[config.mk]
export PLATFORM = sky130hd
export DESIGN_NAME = mult_dispatcher
export DESIGN_NICKNAME = d
export VERILOG_FILES = /design/src/rtl/mult_pkg.sv /design/src/rtl/mult_op_fifo.sv /design/src/rtl/mult_dispatcher.sv
export SDC_FILE = /design/constraint.sdc
export NUM_CORES = 1
export LEC_CHECK = 0
export CORE_UTILIZATION = 52
export CTS_CLUSTER_SIZE = 14
export DETAILED_ROUTE_END_ITERATION = 8
export GPL_ROUTABILITY_DRIVEN = 0
export HOLD_SLACK_MARGIN = 0.06
export PLACE_DENSITY = 0.84
export SETUP_SLACK_MARGIN = 0.02
export SLEW_MARGIN = 20
export SYNTH_ARGS = -nofsm -noshare
export SYNTH_HDL_FRONTEND = slang
export SYNTH_SLANG_ARGS = --single-unit
[constraint.sdc]
create_clock -name clk_i -period 4.2 [get_ports clk_i]
set_input_delay 0.84 -clock clk_i [delete_from_list [all_inputs] [get_ports clk_i]]
set_output_delay 0.84 -clock clk_i [all_outputs]
set_load 0.03 [all_outputs]
[src/rtl/mult_pkg.sv]
// mult_pkg: shared types and defaults for the multiplier dispatcher.
// Dispatcher FSM state encoding plus default operand width and FIFO depth.
package mult_pkg;

  localparam int DEF_WIDTH = 4;
  localparam int DEF_DEPTH = 4;

  typedef enum logic [1:0] {
    IDLE,
    ISSUE,
    WAIT,
    HOLD
  } disp_state_t;

endpackage

[src/rtl/mult_op_fifo.sv]
// mult_op_fifo: register-file FIFO of {a,b} operand pairs.
// Ports: push/push_a/push_b/ready in, pop/head_a/head_b/empty out, level.
module mult_op_fifo
  import mult_pkg::*;
#(
  parameter int WIDTH = DEF_WIDTH,
  parameter int DEPTH = DEF_DEPTH,
  parameter int LW    = $clog2(DEPTH + 1)
) (
  input  logic             clk,
  input  logic             rst_n,
  input  logic             push,
  input  logic [WIDTH-1:0] push_a,
  input  logic [WIDTH-1:0] push_b,
  output logic             ready,
  input  logic             pop,
  output logic [WIDTH-1:0] head_a,
  output logic [WIDTH-1:0] head_b,
  output logic             empty,
  output logic [LW-1:0]    level
);

  localparam int AW = $clog2(DEPTH);
  localparam int PW = AW + 1;

  logic [2*WIDTH-1:0] mem [DEPTH];
  logic [PW-1:0]      wr_ptr;
  logic [PW-1:0]      rd_ptr;
  logic [PW-1:0]      wr_nxt;
  logic [PW-1:0]      rd_nxt;
  logic               do_push;
  logic               do_pop;
  logic               full_nxt;

  assign do_push = push && ready;
  assign do_pop  = pop && !empty;
  assign wr_nxt  = wr_ptr + PW'(do_push);
  assign rd_nxt  = rd_ptr + PW'(do_pop);
  assign empty   = (wr_ptr == rd_ptr);
  assign level   = LW'(wr_ptr - rd_ptr);

  // ready is a flop holding !full of the next state, so it is 0 in
  // reset and never combinationally follows a same-cycle pop.
  assign full_nxt = (wr_nxt[PW-1] != rd_nxt[PW-1]) &&
                    (wr_nxt[AW-1:0] == rd_nxt[AW-1:0]);

  always_ff @(posedge clk or negedge rst_n) begin
    if (!rst_n) begin
      wr_ptr <= '0;
      rd_ptr <= '0;
      ready  <= 1'b0;
    end else begin
      wr_ptr <= wr_nxt;
      rd_ptr <= rd_nxt;
      ready  <= !full_nxt;
    end
  end

  always_ff @(posedge clk) begin
    if (do_push) begin
      mem[wr_ptr[AW-1:0]] <= {push_a, push_b};
    end
  end

  assign {head_a, head_b} = mem[rd_ptr[AW-1:0]];

endmodule

[src/rtl/mult_dispatcher.sv]
// mult_dispatcher: feeds operand pairs to a start/busy/valid multiplier.
// Ports: in_* producer side, out_* product side, mul_* multiplier, level_o.
module mult_dispatcher
  import mult_pkg::*;
#(
  parameter int WIDTH = DEF_WIDTH,
  parameter int DEPTH = DEF_DEPTH
) (
  input  logic                       clk_i,
  input  logic                       rst_ni,
  input  logic                       in_valid_i,
  output logic                       in_ready_o,
  input  logic [WIDTH-1:0]           in_a_i,
  input  logic [WIDTH-1:0]           in_b_i,
  output logic                       out_valid_o,
  input  logic                       out_ready_i,
  output logic [2*WIDTH-1:0]         out_result_o,
  output logic                       mul_start_o,
  output logic [WIDTH-1:0]           mul_a_o,
  output logic [WIDTH-1:0]           mul_b_o,
  input  logic                       mul_busy_i,
  input  logic                       mul_valid_i,
  input  logic [2*WIDTH-1:0]         mul_result_i,
  output logic [$clog2(DEPTH+1)-1:0] level_o
);

  disp_state_t      state;
  logic             fifo_empty;
  logic             pop;
  logic [WIDTH-1:0] head_a;
  logic [WIDTH-1:0] head_b;

  assign pop = (state == IDLE) && !fifo_empty && !mul_busy_i;

  mult_op_fifo #(
    .WIDTH (WIDTH),
    .DEPTH (DEPTH)
  ) u_fifo (
    .clk    (clk_i),
    .rst_n  (rst_ni),
    .push   (in_valid_i),
    .push_a (in_a_i),
    .push_b (in_b_i),
    .ready  (in_ready_o),
    .pop    (pop),
    .head_a (head_a),
    .head_b (head_b),
    .empty  (fifo_empty),
    .level  (level_o)
  );

  // mul_valid_i is only looked at in WAIT; a result still held high
  // from the previous op is cleared by the multiplier during ISSUE.
  always_ff @(posedge clk_i or negedge rst_ni) begin
    if (!rst_ni) begin
      state        <= IDLE;
      mul_start_o  <= 1'b0;
      mul_a_o      <= '0;
      mul_b_o      <= '0;
      out_valid_o  <= 1'b0;
      out_result_o <= '0;
    end else begin
      unique case (state)
        IDLE: begin
          if (pop) begin
            mul_a_o     <= head_a;
            mul_b_o     <= head_b;
            mul_start_o <= 1'b1;
            state       <= ISSUE;
          end
        end
        ISSUE: begin
          mul_start_o <= 1'b0;
          state       <= WAIT;
        end
        WAIT: begin
          if (mul_valid_i) begin
            out_result_o <= mul_result_i;
            out_valid_o  <= 1'b1;
            state        <= HOLD;
          end
        end
        HOLD: begin
          if (out_ready_i) begin
            out_valid_o <= 1'b0;
            state       <= IDLE;
          end
        end
        default: state <= IDLE;
      endcase
    end
  end

endmodule
==> results_dict.tcl <==
set metrics [dict create \
    worst_slew_pin_slew_ps 765 \
    maxCapViolations 0 \
    synth_seq_cells 59 \
    clock-root-buffer "clkbuf_8" \
    fin_nets 227 \
    clock_skew_ps 7.20 \
    core_area_um2 4440 \
    grt_max_degree 28 \
    postRouteAntennaNets 0 \
    dieArea_um2 5010 \
    grt_pass1_wl_mm 6.71 \
    cts_tree "built" \
    min_period_ps 3290 \
    setup_viol 0 \
    drt_iter0_drc 70 \
    clock-sinks 59 \
    numPortBuffers 43 \
    final_cell_mix "clkdlybuf4s50_1 (43), edfxtp_1 (32), dfrtp_1 (27)" \
    io_pins 44 \
    dp_hpwl_mm 2.92 \
    powerDensity_nw_per_um2 857 \
    worstPathMaxFanout 10 \
    die_h_um 70.8 \
    cts_max_level 3 \
    fmax_mhz 304 \
    grt_overflow 0 \
    die_w_um 70.8 \
    period_share_pct 78.3 \
    holdBufCountCts 0 \
    cts_setup_buffers 0 \
    synthesis.nets 172 \
    cts_buffers 9 \
    required_ps 3360 \
    syn_area_per_cell_um2 17.8 \
    grt_pass1_vias 1387 \
    max-slew-margin-rel_pct 48.8 \
    rsz0062_at_grt "false" \
    leakagePower_nw 1.31 \
    area_growth_pct 29.8 \
    startpoint "u_fifo.rd_ptr[0]" \
    drv_slew 0 \
    start_util_pct 55.3 \
    syn_area_um2 2460 \
    firstDrtPassIters 6 \
    antenna_found_initial 0 \
    via_per_inst 5.36 \
    num_antenna_cells 0 \
    finalSetupTns_ps 0 \
    insertion_delay_ps 340 \
    layout-drive-gt1-share_pct 23.7 \
    endpoint_kind "output port" \
    cts.repair.resized 0 \
    drc 14 \
    track_usage_pct 18.8 \
    status "finished, violations left" \
    fp-row-count 24 \
    vias 1339 \
    path_clk_slew_ps 70 \
    critical_path_arrival_ps 2450 \
    yosysUniqueCellTypes 27 \
    clockBufferDepth 2 \
    post_drt_wl_per_cell_um 16.4 \
    seq_area_frac_synth_pct 66.6 \
    final_util_pct 71.8 \
    worstHoldStart "out_result_o[4]" \
    wl_mm 4.10 \
    cp-start-kind "register" \
    reg2reg_from "u_fifo.rd_ptr[1]" \
    hp-class "register to register" \
    finalHoldViolCount 0 \
    worst_ir_drop_vdd_mv 0.470 \
    synth_cells 138 \
    ys_warn_count 0 \
    final_common_cell "clkdlybuf4s50_1" \
    violations "DRC" \
    crit_type "register to output port" \
]
-- sequential cells by signal, indices dropped and copies added, names as in the netlist --
| name | count |
|---|---|
| u_fifo.ready | 1 |
| u_fifo.wr_ptr | 3 |
| mul_b_o | 4 |
| out_result_o | 8 |
| u_fifo.rd_ptr | 3 |
| mul_start_o | 1 |
| mul_a_o | 4 |
| u_fifo.mem | 32 |
| out_valid_o | 1 |
| state | 2 |
-- kinds of logic (layout without fill, tap and decap cells) --
family | after synthesis | after routing | share of synthesized area [%]
AOI/OAI and AO/OA | 5 | 5 | 1.83
xor gates and xnor gates | 7 | 7 | 2.80
adders and majority gates | 12 | 12 | 6.41
buffers and inverters | 12 | 72 | 1.88
DFF | 59 | 59 | 66.6
muxes | 27 | 27 | 17.2
and+or+nand+nor | 16 | 16 | 3.36
-- where the power goes --
| group | switching (mW) | internal [mW] | total (mW) |
|---|---|---|---|
| clock | 0.236 | 0.339 | 0.575 |
| combinational | 0.615 | 0.592 | 1.21 |
| sequential | 0.145 | 0.810 | 0.955 |
-- Yosys cell counts --
library cell	instances	area, um^2
a21oi_1	2	10.0
a31oi_4	1	21.3
and3_1	1	6.26
clkbuf_1	1	3.75
clkbuf_2	1	5.00
dfrtp_1	27	676
edfxtp_1	32	961
fa_1	1	20.0
ha_1	11	138
inv_1	10	37.5
mux2_2	9	101
mux2_4	8	120
mux2i_1	2	20.0
mux4_2	8	180
nand2_1	5	18.8
nand2_4	1	11.3
nand2b_1	1	6.26
nand4_1	1	6.26
nor2_1	3	11.3
nor2b_1	1	6.26
nor3_1	2	10.0
o21ai_0	1	5.00
o2bb2ai_1	1	8.76
or3_1	1	6.26
xnor2_1	2	17.5
xnor2_2	1	16.3
xor2_1	4	35.0
-- per-stage QoR --
stage          power, mW  worst slack [ps]  instance area (um^2)  instances  hold slack, ps
2_1_floorplan       1.75              1690                  2460        138             525
3_3_place_gp        2.13              1250                  2970        234             487
3_5_place_dp        2.18              1220                  2970        234             494
4_1_cts             2.76               865                  3190        250             509
5_1_grt             2.88               733                  3190        250             513
6_report            2.74               910                  3190        250             506
-- final cells by class --
class | count | area (um^2)
multi-input combinational | 67 | 776
clock inverter | 7 | 100
tap | 52 | 65.1
inverter | 10 | 37.5
clock buffer | 9 | 124
fill | 281 | 1250
timing repair buffer | 46 | 453
sequential | 59 | 1640
-- critical path: stages, from the launching register on --
cell,delay (ps)
dfrtp_1,580
ha_1,320
fa_1,370
xnor2_1,160
clkdlybuf4s50_1,690
-- path summary, 6_finish.rpt --
check	endpoint	slack (ps)	cells past startpoint
worst max register to register	u_fifo.ready	1490	10
worst min register to register	out_result_o[4]	510	1
max in group asynchronous	out_result_o[0]	3070	2
worst max-delay path	level_o[2]	910	4
min in group asynchronous	out_valid_o	880	2
worst min-delay path	out_result_o[4]	510	1
-- per-layer routing --
metal / track usage, % / wire (um)
met5: 0 / 0
met4: 10.9 / 96
met3: 6.27 / 266
met2: 30.1 / 2000
met1: 22.6 / 1740
(Power assumes the default switching activity.)
